File: config.mk
export PLATFORM = sky130hd
export DESIGN_NAME = mem_bus_arbiter
export DESIGN_NICKNAME = d
export VERILOG_FILES = /design/src/rtl/mem_bus_arbiter.sv
export SDC_FILE = /design/constraint.sdc
export NUM_CORES = 1
export LEC_CHECK = 0
export ABC_AREA = 1
export CORE_ASPECT_RATIO = 1.5
export CORE_MARGIN = 4
export CORE_UTILIZATION = 37
export CTS_CLUSTER_DIAMETER = 40
export CTS_CLUSTER_SIZE = 28
export DETAILED_ROUTE_END_ITERATION = 10
export GPL_TIMING_DRIVEN = 0
export PLACE_DENSITY = 0.75
export SLEW_MARGIN = 20
export SYNTH_ARGS = -nofsm -noshare
export SYNTH_HDL_FRONTEND = slang
export SYNTH_SLANG_ARGS = --single-unit
File: constraint.sdc
create_clock -name clk -period 1.7 [get_ports clk]
set_input_delay 0.34 -clock clk [delete_from_list [all_inputs] [get_ports clk]]
set_output_delay 0.34 -clock clk [all_outputs]
set_load 0.01 [all_outputs]
File: src/rtl/mem_bus_arbiter.sv
// Shares one memory port between the CPU fetch and data channels.
// Single outstanding transaction; read data routed to the issuing channel.
//
// Ports:
//   clk, rst        : clock, synchronous active-high reset
//   inst_*          : fetch request (addr/valid/ready) and response (rdata/valid/ready)
//   data_*          : load/store request (addr/rd/wr/wdata/wstrb/ready) and response
//   mem_*           : downstream request (valid/ready/addr/wen/wdata/wstrb)
//                     and read response (valid/data/ready)
//   conflict_cnt    : idle cycles in which both channels request
//   busy_cnt        : cycles spent outside IDLE
module mem_bus_arbiter #(
  parameter bit DATA_PRIO = 1'b1
) (
  input  logic        clk,
  input  logic        rst,
  input  logic [31:0] inst_addr,
  input  logic        inst_req_valid,
  output logic        inst_req_ready,
  output logic [31:0] inst_rdata,
  output logic        inst_resp_valid,
  input  logic        inst_resp_ready,
  input  logic [31:0] data_addr,
  input  logic        data_rd,
  input  logic        data_wr,
  input  logic [31:0] data_wdata,
  input  logic [3:0]  data_wstrb,
  output logic        data_req_ready,
  output logic [31:0] data_rdata,
  output logic        data_resp_valid,
  input  logic        data_resp_ready,
  output logic        mem_req_valid,
  input  logic        mem_req_ready,
  output logic [31:0] mem_addr,
  output logic        mem_wen,
  output logic [31:0] mem_wdata,
  output logic [3:0]  mem_wstrb,
  input  logic        mem_resp_valid,
  input  logic [31:0] mem_resp_data,
  output logic        mem_resp_ready,
  output logic [31:0] conflict_cnt,
  output logic [31:0] busy_cnt
);

  localparam logic [2:0] S_IDLE = 3'b001;
  localparam logic [2:0] S_REQ  = 3'b010;
  localparam logic [2:0] S_RESP = 3'b100;

  logic [2:0] state;
  logic [2:0] state_nxt;

  // grant / last_grant: 0 = inst, 1 = data
  logic grant;
  logic last_grant;
  logic data_req;
  logic any_req;
  logic both_req;
  logic win;

  assign data_req = data_rd | data_wr;
  assign any_req  = inst_req_valid | data_req;
  assign both_req = inst_req_valid & data_req;

  // Round-robin favours the channel not granted last time.
  always_comb begin
    win = 1'b0;
    if (both_req) begin
      win = DATA_PRIO ? 1'b1 : ~last_grant;
    end else begin
      win = data_req;
    end
  end

  always_ff @(posedge clk) begin
    if (rst) begin
      state <= S_IDLE;
    end else begin
      state <= state_nxt;
    end
  end

  always_comb begin
    state_nxt = state;
    unique case (1'b1)
      state[0]: begin
        if (any_req) state_nxt = S_REQ;
      end
      state[1]: begin
        if (mem_req_ready) state_nxt = mem_wen ? S_IDLE : S_RESP;
      end
      state[2]: begin
        if (mem_resp_valid && mem_resp_ready) state_nxt = S_IDLE;
      end
      default: state_nxt = S_IDLE;
    endcase
  end

  always_comb begin
    mem_req_valid   = 1'b0;
    inst_req_ready  = 1'b0;
    data_req_ready  = 1'b0;
    mem_resp_ready  = 1'b0;
    inst_resp_valid = 1'b0;
    data_resp_valid = 1'b0;
    unique case (1'b1)
      state[1]: begin
        mem_req_valid  = 1'b1;
        inst_req_ready = ~grant & mem_req_ready;
        data_req_ready = grant & mem_req_ready;
      end
      state[2]: begin
        mem_resp_ready  = grant ? data_resp_ready : inst_resp_ready;
        inst_resp_valid = ~grant & mem_resp_valid;
        data_resp_valid = grant & mem_resp_valid;
      end
      default: ;
    endcase
  end

  assign inst_rdata = mem_resp_data;
  assign data_rdata = mem_resp_data;

  // Request latch; a simultaneous rd+wr is treated as a write.
  always_ff @(posedge clk) begin
    if (rst) begin
      grant      <= 1'b0;
      last_grant <= 1'b1;
      mem_addr   <= '0;
      mem_wen    <= 1'b0;
      mem_wdata  <= '0;
      mem_wstrb  <= '0;
    end else if (state[0] && any_req) begin
      grant      <= win;
      last_grant <= win;
      mem_addr   <= win ? data_addr : inst_addr;
      mem_wen    <= win & data_wr;
      mem_wdata  <= win ? data_wdata : '0;
      mem_wstrb  <= (win && data_wr) ? data_wstrb : 4'b0000;
    end
  end

  always_ff @(posedge clk) begin
    if (rst) begin
      conflict_cnt <= '0;
      busy_cnt     <= '0;
    end else begin
      if (state[0] && both_req) conflict_cnt <= conflict_cnt + 32'd1;
      if (!state[0]) busy_cnt <= busy_cnt + 32'd1;
    end
  end

endmodule

* Yosys cells after proc, flatten, opt, wreduce, memory -nomap -nowiden
Index checks and enable logic that the tools add are counted.
** Storage, ports and cells
- Register bits after elaboration :: 137
- Output and inout bits :: 203
** Cells by class
- Add/subtract/negate cells :: 2
- Mux-type cells :: 16
- Bitwise logic cells :: 9
- Reduce and logical (&&, ||, !) cells :: 4
** Operators with widths (number)
- 32-bit by 1-bit adder with 32-bit output (second input constant) :: 2
- 32-bit two-way mux :: 2
- 3-bit two-way mux :: 3
- 3-bit case mux with 3 select lines :: 1
- 1-bit two-way mux :: 8
- 1-bit bitwise AND :: 6
- 1-bit logical AND :: 4
- 4-bit two-way mux :: 1
- 2-bit two-way mux :: 1
- 1-bit OR :: 2
- 1-bit NOT :: 1

* Depth between registers and ports, before layout
- Depth after elaboration :: 5
- Mapped depth :: 11

* Least setup slack after synthesis
OpenSTA, ideal clock, no wires.
- Kind :: reg-to-reg
- From :: reg conflict_cnt[0]
- To :: reg conflict_cnt[26]
- Setup time :: 0.115 ns
- Arrival time :: 1.402 ns
- Data required time :: 1.585 ns
- Path slack :: 0.183 ns
- Cell stages (with the launch flop) :: 11
- Path buffers :: 0
- Period minus slack after synthesis :: 1.517 ns
- Cells stage by stage :: dfxtp_1 -> ha_1 -> inv_1 -> nor2_1 -> inv_1 -> nor2_4 -> nand2_2 -> nor2_8 -> nand3_1 -> nand2_1 -> nor2_1
** Between the ends
- Word-level cells in the longest chain between the ends :: 1
** RTL lines
- from (decl) :: RTL line 41 : output logic [31:0] conflict_cnt,
- from (signal assigned) :: RTL line 147 : if (state[0] && both_req) conflict_cnt <= conflict_cnt + 32'd1;
- 32-bit by 1-bit adder with 32-bit output :: RTL line 147
Every way passes these cells.
A chain may end at the register's enable or synchronous reset.

* Worst setup path after layout
- From :: reg conflict_cnt[1]
- To :: out conflict_cnt[1]
No word-level cell between the ends.

==> impl_metrics.tcl <==
set metrics [dict create \
    synth_compound_area_share_pct 13.6 \
    grt.total_usage_pct 21.6 \
    clock_latency_ps 410 \
    synth_nets 1127 \
    tns_ps 0 \
    met2WireLength_mm 12.5 \
    antenna_cells 0 \
    cpPeakStageDelay_ps 540 \
    wl_met3_mm 2.02 \
    avgSynthCellArea_um2 6.81 \
    die_x_um 118 \
    core_um2 17900 \
    yosysSeqAreaShare_pct 41.0 \
    crit_family "buffers and inverters" \
    critPathMaxFanout 5 \
    htree_levels 4 \
    outcome "completed" \
    layout_common_cells "nand2_1 (280), clkdlybuf4s50_1 (232), dfxtp_1 (107)" \
    tightest_slew_ps 680 \
    relSlewSlack_pct 54.6 \
    dpl.hpwl_mm 18.2 \
    cts.clk_slew.worst_paths_ps 60 \
    vias 7572 \
    final_common_cell "nand2_1" \
    synth_top_area_share_pct 41.0 \
    synthMuxAreaShare_pct 0 \
    synthAdderAreaFrac_pct 0.374 \
    dieArea_um2 20400 \
    min_path_type "in2reg" \
    rsz0062_at_grt "false" \
    overflow 0 \
    synth-main-ff-cell "dfxtp_1" \
    place_area_um2 10100 \
    wl_per_cell_um 14.9 \
    clockBufferDepth 2 \
    synth_top_family_by_area "simple AND/OR/NAND/NOR gates" \
    grt_pass1_wl_mm 35.9 \
    rows 60 \
    fin_crit_sh_pct 97.4 \
    final_area_um2 10900 \
    antenna_found_initial 0 \
    cts.sinks 137 \
    ys_ff_latch 137 \
    netlist_area_um2 6700 \
    routed.top_layer "met4" \
    cp-end-kind "primary output" \
    start_util_pct 37.5 \
    synthSimpleGateAreaFrac_pct 29.6 \
    final-hold-violation-count 0 \
    skew_ps 8.13 \
    drive_above_1_share_pct 14.2 \
    postSynthCellCount 984 \
    die_h_um 173 \
    drv_slew 0 \
    leakagePower_uw 0.00496 \
    ctsHoldBuffers 0 \
    powerDensity_nw_per_um2 830 \
    fmax_mhz 604 \
    place_congestion 0.890 \
    synth_cell_types 32 \
    yosysWarnings 0 \
    drt_iter0_drc 283 \
    crit_type "reg2out" \
    p_total_uw 9070 \
    areaGrowthSynthToFinish_pct 63.2 \
    cp.required_ps 1360 \
    cp-start-kind "flop" \
    synthTopCellsByArea "dfxtp_1 (41%), nand2_1 (16%), buf_4 (7.3%)" \
    nNetsFinal 1465 \
    worstPathCellList "clkdlybuf4s50_1" \
    setup_viol 0 \
    port_buffers 310 \
    drc_errors 0 \
    routed_wl_mm 23.2 \
    vdd_drop_max_v 0.000516 \
    worstPathArrival_ps 1320 \
    slowest_stage "clkdlybuf4s50_1" \
    first_global_vias 7270 \
    n_fill_cell 1628 \
    synth_edf_count 0 \
    m1WireLength_mm 7.77 \
    synthArstFlopShare_pct 0 \
    io_pins 344 \
    critPathBufInv 1 \
    cap_violations 0 \
    cts_root_buf "clkbuf_16" \
    synth_top_area_cell "dfxtp_1" \
    synthXorXnorAreaFrac_pct 1.05 \
    grt_max_degree 17 \
    drt-vias-per-instance 4.88 \
    ant_nets 0 \
    cts_buffers 17 \
    cts_tree "built" \
    first_pass_iters 5 \
    layout_min_cycle_time_ps 1660 \
]
sequential cells by signal, summed over array words and instances, names as in the netlist:
register / count
mem_wdata: 32
mem_wstrb: 4
busy_cnt: 32
state: 3
conflict_cnt: 32
mem_addr: 32
grant: 1
mem_wen: 1
per-stage QoR:
step	cells	hold WS [ps]	util, %	worst slack (ps)
6_report	1552	308	61.2	43.8
3_5_place_dp	1511	451	56.4	-605
5_1_grt	1552	339	61.2	0.251
2_1_floorplan	984	459	-	183
4_1_cts	1544	429	59.9	0.853
3_3_place_gp	1511	448	56.4	-586
where the power goes:
| group | internal [uW] | switching [uW] | leakage (uW) |
|---|---|---|---|
| Clock | 2510 | 1460 | 0.000303 |
| Sequential | 3390 | 103 | 0.00114 |
| Combinational | 894 | 716 | 0.00352 |
cells in the mapped netlist (3+ instances only):
| library cell | number |
|---|---|
| nand2_1 | 282 |
| dfxtp_1 | 137 |
| nor2_1 | 120 |
| inv_1 | 84 |
| a21oi_1 | 68 |
| buf_4 | 65 |
| o21ai_0 | 52 |
| a31oi_1 | 36 |
| nand3_1 | 35 |
| clkbuf_1 | 24 |
| nand4_1 | 18 |
| nor3_1 | 15 |
| buf_2 | 11 |
| xor2_1 | 7 |
| o21bai_1 | 4 |
| inv_2 | 3 |
| nor2_2 | 3 |
| o21ai_1 | 3 |
layout make-up:
class | instances | area (um2) | area share [%]
buffer | 101 | 649 | 5.94
clock buffer | 18 | 439 | 4.02
clock inverter | 14 | 196 | 1.80
inverter | 87 | 329 | 3.01
multi-input combinational | 660 | 3110 | 28.5
sequential | 137 | 2790 | 25.5
tap | 217 | 272 | 2.48
timing repair buffer | 318 | 3150 | 28.8
cells by family (layout without fill, tap and decap cells):
family                     count (synthesis)  after routing
and+or+nand+nor                          482            483
buffers and inverters                    188            538
AOI/OAI and AO/OA                        167            167
DFF                                      137            137
xor gates and xnor gates                   8              8
adders and majority gates                  2              2
routing by layer:
metal / vias to the layer above / global-route usage [%]
met3: 61 / 7.04
met4: 0 / 9.98
met2: 343 / 41.5
met5: - / 0
li1: 3780 / -
met1: 3388 / 20.5
worst paths after layout:
path	from	endpoint	slack (ps)	depth (start not counted)
setup reg to reg	busy_cnt[0]	busy_cnt[22]	120	8
hold / removal	mem_resp_valid	state[0]	310	3
hold reg to reg	mem_wdata[5]	mem_wdata[5]	460	2
setup / recovery	conflict_cnt[1]	conflict_cnt[1]	40	1
repair_timing:
item | 4_1_cts | 5_1_grt
resized for setup | 95 | 66
endpoints found under the setup margin | 157 | 92
pin swaps | 1 | 7
buffers inserted | 1 | 7
gates cloned | 0 | 1
Power figures use the tool's default switching activity.
